--- src/rtl/fs4_serial.sv ---
// Bit-serial unsigned subtractor: computes A - B - Bin one bit per clock, LSB first,
// with a Start/Busy/Done handshake and registered Diff/Bout/Zero results.
module fs4_serial #(
  parameter int unsigned WIDTH = 4
) (
  input  logic             clk,
  input  logic             rst_n,
  input  logic             Start,
  input  logic [WIDTH-1:0] A,
  input  logic [WIDTH-1:0] B,
  input  logic             Bin,
  output logic             Busy,
  output logic             Done,
  output logic [WIDTH-1:0] Diff,
  output logic             Bout,
  output logic             Zero
);

  localparam int unsigned CW = $clog2(WIDTH) + 1;
  localparam logic [CW-1:0] LastCnt = CW'(WIDTH - 1);

  localparam logic [1:0] StIdle = 2'd0;
  localparam logic [1:0] StRun  = 2'd1;
  localparam logic [1:0] StDone = 2'd2;

  logic [1:0]       state_q, state_d;
  logic [WIDTH-1:0] a_q, a_d, b_q, b_d, res_q, res_d;
  logic             br_q, br_d;
  logic [CW-1:0]    cnt_q, cnt_d;
  logic             busy_q, busy_d, done_q, done_d;
  logic [WIDTH-1:0] diff_q, diff_d;
  logic             bout_q, bout_d, zero_q, zero_d;

  logic             bit_d, br_nxt;
  logic [WIDTH-1:0] res_shift;

  // Single full-subtractor cell working on the current LSBs.
  assign bit_d     = a_q[0] ^ b_q[0] ^ br_q;
  assign br_nxt    = (~a_q[0] & b_q[0]) | (~(a_q[0] ^ b_q[0]) & br_q);
  assign res_shift = {bit_d, res_q[WIDTH-1:1]};

  always_comb begin
    state_d = state_q;
    a_d     = a_q;
    b_d     = b_q;
    res_d   = res_q;
    br_d    = br_q;
    cnt_d   = cnt_q;
    busy_d  = busy_q;
    done_d  = 1'b0;
    diff_d  = diff_q;
    bout_d  = bout_q;
    zero_d  = zero_q;
    case (state_q)
      StIdle, StDone: begin
        state_d = StIdle;
        busy_d  = 1'b0;
        if (Start) begin
          a_d     = A;
          b_d     = B;
          br_d    = Bin;
          res_d   = '0;
          cnt_d   = '0;
          busy_d  = 1'b1;
          state_d = StRun;
        end
      end
      StRun: begin
        a_d   = a_q >> 1;
        b_d   = b_q >> 1;
        br_d  = br_nxt;
        res_d = res_shift;
        cnt_d = cnt_q + CW'(1);
        if (cnt_q == LastCnt) begin
          state_d = StDone;
          busy_d  = 1'b0;
          done_d  = 1'b1;
          diff_d  = res_shift;
          bout_d  = br_nxt;
          zero_d  = (res_shift == '0);
        end
      end
      default: begin
        state_d = StIdle;
        busy_d  = 1'b0;
      end
    endcase
  end

  always_ff @(posedge clk or negedge rst_n) begin
    if (!rst_n) begin
      state_q <= StIdle;
      a_q     <= '0;
      b_q     <= '0;
      res_q   <= '0;
      br_q    <= 1'b0;
      cnt_q   <= '0;
      busy_q  <= 1'b0;
      done_q  <= 1'b0;
      diff_q  <= '0;
      bout_q  <= 1'b0;
      zero_q  <= 1'b1;
    end else begin
      state_q <= state_d;
      a_q     <= a_d;
      b_q     <= b_d;
      res_q   <= res_d;
      br_q    <= br_d;
      cnt_q   <= cnt_d;
      busy_q  <= busy_d;
      done_q  <= done_d;
      diff_q  <= diff_d;
      bout_q  <= bout_d;
      zero_q  <= zero_d;
    end
  end

  assign Busy = busy_q;
  assign Done = done_q;
  assign Diff = diff_q;
  assign Bout = bout_q;
  assign Zero = zero_q;

endmodule

--- config.mk ---
export PLATFORM = sky130hd
export DESIGN_NAME = fs4_serial
export DESIGN_NICKNAME = d
export VERILOG_FILES = /design/src/rtl/fs4_serial.sv
export SDC_FILE = /design/constraint.sdc
export NUM_CORES = 1
export LEC_CHECK = 0
export BUFFER_PORTS_ARGS = -buffer_cell sky130_fd_sc_hd__buf_2
export CAP_MARGIN = 30
export CORE_MARGIN = 8
export CORE_UTILIZATION = 37
export CTS_CLUSTER_DIAMETER = 120
export CTS_CLUSTER_SIZE = 16
export DETAILED_ROUTE_END_ITERATION = 12
export GPL_TIMING_DRIVEN = 0
export HOLD_SLACK_MARGIN = 0.15
export SETUP_SLACK_MARGIN = 0.15
export SYNTH_ARGS = -nofsm -noshare
export SYNTH_HDL_FRONTEND = slang
export SYNTH_SLANG_ARGS = --single-unit
--- constraint.sdc ---
create_clock -name clk -period 1.4 [get_ports clk]
set_input_delay 0.14 -clock clk [delete_from_list [all_inputs] [get_ports clk]]
set_output_delay 0.14 -clock clk [all_outputs]
set_load 0.02 [all_outputs]
== After elaboration in Yosys (flattened, before gate mapping) ==
Cells that the tools add are included.

* Eq/ne operators: 5
* Mux-type cells: 18
* Add/subtract/negate cells: 1
* Reductions and logical operators: 6
* Bitwise logic cells: 7

{| class="wikitable"
|+ Operator list
! kind !! count
|-
| $pmux 4 s2 || 3
|-
| $mux 4 || 3
|-
| $mux 1 || 6
|-
| $pmux 3 s2 || 1
|-
| $logic_not 4->1 || 1
|-
| $ne 2x2->1 const B || 2
|-
| $pmux 1 s2 || 2
|-
| $pmux 2 s2 || 1
|-
| $reduce_and 2->1 || 2
|-
| $add 3x1->3 const B || 1
|-
| $eq 3x2->1 const B || 1
|-
| $mux 3 || 1
|-
| $and 1x1->1 || 2
|-
| $eq 2x1->1 const B || 1
|-
| $eq 2x2->1 const B || 1
|-
| $logic_not 2->1 || 1
|-
| $mux 2 || 1
|-
| $not 1->1 || 2
|-
| $reduce_bool 2->1 || 1
|-
| $reduce_or 2->1 || 1
|-
| $xor 1x1->1 || 2
|-
| $or 1x1->1 || 1
|}

* Input port bits: 12
* Output and inout bits: 8
* Register bits: 26

== Longest topological paths before layout ==
* Word-level depth: 5
* Mapped depth: 5

== Worst setup path after synthesis ==
Ideal clock, no wire load.

* Path kind: register to register
* From: register a_q[0]
* To: register zero_q (netlist: Zero)
* Data arrival time: 1454 ps
* Stages on the path, launching flop included: 4
* Buffers on the path: 0
* Period minus slack after synthesis: 1526 ps
* Setup time: 72 ps
* Slack: -126 ps
* Path through: dfrtp_1 > fa_1 > or4_1 > o21ai_1

* Word-level cells in the longest chain between the ends: 3

{| class="wikitable"
|+ RTL lines
! element !! line !! RTL
|-
| from (decl) || 27 || <nowiki>logic [WIDTH-1:0] a_q, a_d, b_q, b_d, res_q, res_d;</nowiki>
|-
| from (signal assigned) || 93 || <nowiki>a_q <= '0;</nowiki>
|-
| from (signal assigned) || 105 || <nowiki>a_q <= a_d;</nowiki>
|-
| $xor 1x1->1 (2 in a row) || 38 || <nowiki>assign bit_d = a_q[0] ^ b_q[0] ^ br_q;</nowiki>
|-
| via bit_d || 34 || <nowiki>logic bit_d, br_nxt;</nowiki>
|-
| $logic_not 4->1 || 80 || <nowiki>zero_d = (res_shift == '0);</nowiki>
|-
| to (signal assigned) || 114 || <nowiki>zero_q <= zero_d;</nowiki>
|-
| to (decl) || 32 || <nowiki>logic bout_q, bout_d, zero_q, zero_d;</nowiki>
|}

The timed path passes the listed nets, and every way through them passes these cells.
A chain may end at the register's enable or synchronous reset.

== Worst setup path in the final report ==
* From: register b_q[0]
* To: register zero_q (netlist: Zero)

* Word-level cells in the longest chain between the ends: 3

{| class="wikitable"
|+ RTL lines
! element !! line !! RTL
|-
| from (decl) || 27 ||
|-
| from (signal assigned) || 94 || <nowiki>b_q <= '0;</nowiki>
|-
| from (signal assigned) || 106 || <nowiki>b_q <= b_d;</nowiki>
|-
| $xor 1x1->1 (2 in a row) || 38 ||
|-
| via bit_d || 34 ||
|-
| $logic_not 4->1 || 80 ||
|}

The timed path passes the listed nets, and every way through them passes these cells.

==> impl_metrics.ini <==
[drt]
postRouteAntennaNets = 0
routed_via_density = 4.79
num_vias = 891
drc_errors = 0
firstDrtPassIters = 4
drt-wirelength-per-cell_um = 12.5
routed_wl_um = 2320
first_iter_violations = 49

[clock_network]
clock-sinks = 25
cts.reportedPaths.clkPinSlew_ns = 0.15
cts_root_buf = clkbuf_4
h-tree-depth = 1
cts_tree = done
cts_buffers = 3
clockBufferDepth = 2
clkLatencyLatePin_ns = 0.33

[yosys]
synth_top_family_by_area = multiplexers
syn_area_per_cell_um2 = 12.1
synth_edf_count = 0
syn_inst = 99
synthTopCellsByArea = dfrtp_1, mux2_2, mux2i_1
synth_compound_area_frac = 0.131
synth_mux_area_frac = 0.133
synth-xor-area-share = 0.00729
synth_fa_ha_area_frac = 0.0375
synth_top_area_share = 0.500
yosysSeqAreaShare = 0.522
syn_area_mm2 = 0.00120
synth_seq_cells = 25
yosys_warnings = 0
synth-simple-area-share = 0.109
synth_top_area_cell = dfrtp_1
synth_flop_cell = dfrtp_1
ys_async_sr_fraction = 1.00
yosysMostFrequentCell = dfrtp_1
mappedNetlistNets = 114
ys_types = 28
synth_common_cells = dfrtp_1, mux2_2, mux2i_1

[floorplanning]
rows = 20
die_area_mm2 = 0.00533
io_pins = 20
core_mm2 = 0.00308
die_y_um = 73.0
start_util = 0.390
die_w_um = 73.0

[pwr]
p_seq_frac = 0.373
max-vdd-ir-drop_mv = 0.740
p_int_mw = 2.18
clockPowerShare = 0.098
power_switching_mw = 1.27
swShare = 0.368
comb_power_share = 0.529
powerDensity_mw_per_mm2 = 2140
power_mw = 3.45
leakagePower_nw = 0.767

[sta]
finalHoldViolCount = 0
finalSetupViolations = 3
clock.fmax_mhz = 659
slew_headroom = 0.629
fin_crit_ns = 1.52
setup_ws_ns = -0.118
tns_ns = -0.216
rsz0062_at_grt = true
holdWs_ns = 0.183
finClkSkew_ns = 0.00936
post-route-period-util = 1.08
drv_slew = 0
worst_pin_slew_ns = 0.556

[placement]
gp_congestion = 0.690
post-dp-hpwl_um = 1590
dp_cells = 162
port_buffers = 19

[grt]
grt_use_total = 0.0925
grt_pass1_wl_um = 3940
grt-ovfl-total = 0
antenna_found_initial = 0
grt_pass1_vias = 872
grt_start_max_net_pins = 26

[setup_path]
cp-start-kind = flip-flop
cp-end-kind = flip-flop
rr_worst_depth = 4
cp.required_ns = 1.68
cp_max_fo = 3
worstSetupPathType = reg -> reg
cp.arrival_ns = 1.79
crit-reg2reg-launch = b_q[0]
critPathLaunch = b_q[0]
crit_end = Zero
r2r_setup_slack_ns = -0.12
r2r_end = Zero

[final_layout]
antennaDiodeCount = 0
fillers = 280
layout-drive-gt1-share = 0.380
utilization = 0.522
area_growth_pct = 33.9
layout.nets = 158
fin_cells = 186

[run]
cap_violations = 0

[run_status]
outcome = finished, violations left
violations = setup timing

[min_path]
holdCritPathClass = in -> reg
[metal layers]
metal	up-vias	track usage	routed length [um]
met3	5	0.0261	111
met2	19	0.154	1060
met5	-	0	0
li1	436	-	-
met4	0	0.0267	24
met1	431	0.112	1130
[power groups by stage]
| stage | Combinational (mW) | Sequential [mW] | Clock (mW) |
|---|---|---|---|
| floorplan | 1.02 | 1.38 | 0 |
| global placement | 1.45 | 1.29 | 0 |
| detailed placement | 1.49 | 1.30 | 0 |
| CTS | 1.79 | 1.27 | 0.351 |
| global route | 2.03 | 1.34 | 0.369 |
| finish | 1.82 | 1.29 | 0.339 |
[flip-flops by register name, summed over array words and instances, names as in the netlist]
register  flops
Bout          1
b_q           4
Diff          4
Busy          1
Done          1
state_q       2
res_q         3
br_q          1
cnt_q         3
a_q           4
Zero          1
[cell type report]
class                   count  area, um2  share of cell area
clock inverters             1       7.51             0.00467
repair buffers             39        274               0.170
flip-flops and latches     25        627               0.390
multi-input cells          63        551               0.342
well taps                  44       55.1              0.0342
plain buffers               5       48.8              0.0304
clock buffers               3       22.5              0.0140
inverters                   6       22.5              0.0140
[per-stage QoR]
| step | setup slack (ns) | instance area [um2] |
|---|---|---|
| global route | -0.182 | 1610 |
| finish | -0.118 | 1610 |
| CTS | -0.108 | 1580 |
| floorplan | -0.0626 | 1220 |
| detailed placement | -0.164 | 1370 |
| global placement | -0.162 | 1370 |
[cell families (layout without fill, tap and decap cells)]
group | Yosys count | in the layout
mux | 15 | 15
flops | 25 | 25
buf+inv | 11 | 54
fa+ha+maj | 3 | 3
simple gates | 21 | 21
compound gates | 23 | 23
xor+xnor | 1 | 1
[worst max-delay path, cell delays in order, from the launching register on]
cell and delay (ns):
dfrtp_1 0.40, inv_1 0.09, fa_1 0.45, or4_1 0.41, o21ai_1 0.13
[repair_timing]
item                                    CTS  global route
gates cloned                              0             0
buffers inserted                          9             1
hold endpoints to repair                 34             0
gates resized for setup                   6             4
endpoints found under the setup margin    6             9
pin swaps                                 3             2
hold buffers                             10             0
[worst min path at each step]
| stage | startpoint | endpoint | slack [ns] | cells past startpoint |
|---|---|---|---|---|
| 2_1_floorplan | rst_n | Bout | -0.16 | 0 |
| 3_3_place_gp | rst_n | Diff[0] | 0.16 | 1 |
| 3_5_place_dp | rst_n | Diff[1] | 0.17 | 1 |
| 4_1_cts | Start | Busy | 0.18 | 3 |
| 5_1_grt | Start | Busy | 0.23 | 3 |
| 6_report | Start | Busy | 0.18 | 3 |
[cells in the final DEF, fill, tap and decap left out, types with 2 or more instances in the layout]
cell / n
dfrtp_1: 24
buf_2: 19
buf_4: 11
dlygate4sd3_1: 10
mux2i_1: 7
nor2b_1: 6
a22o_1: 6
inv_1: 5
buf_6: 4
nand2_1: 4
mux2_4: 4
a211oi_1: 4
a21oi_1: 4
mux2_2: 4
nand3_1: 3
o21ai_0: 3
clkbuf_4: 3
nor2_1: 2
o21ai_1: 2
ha_4: 2
No activity file was read; power rests on OpenSTA's default activity.
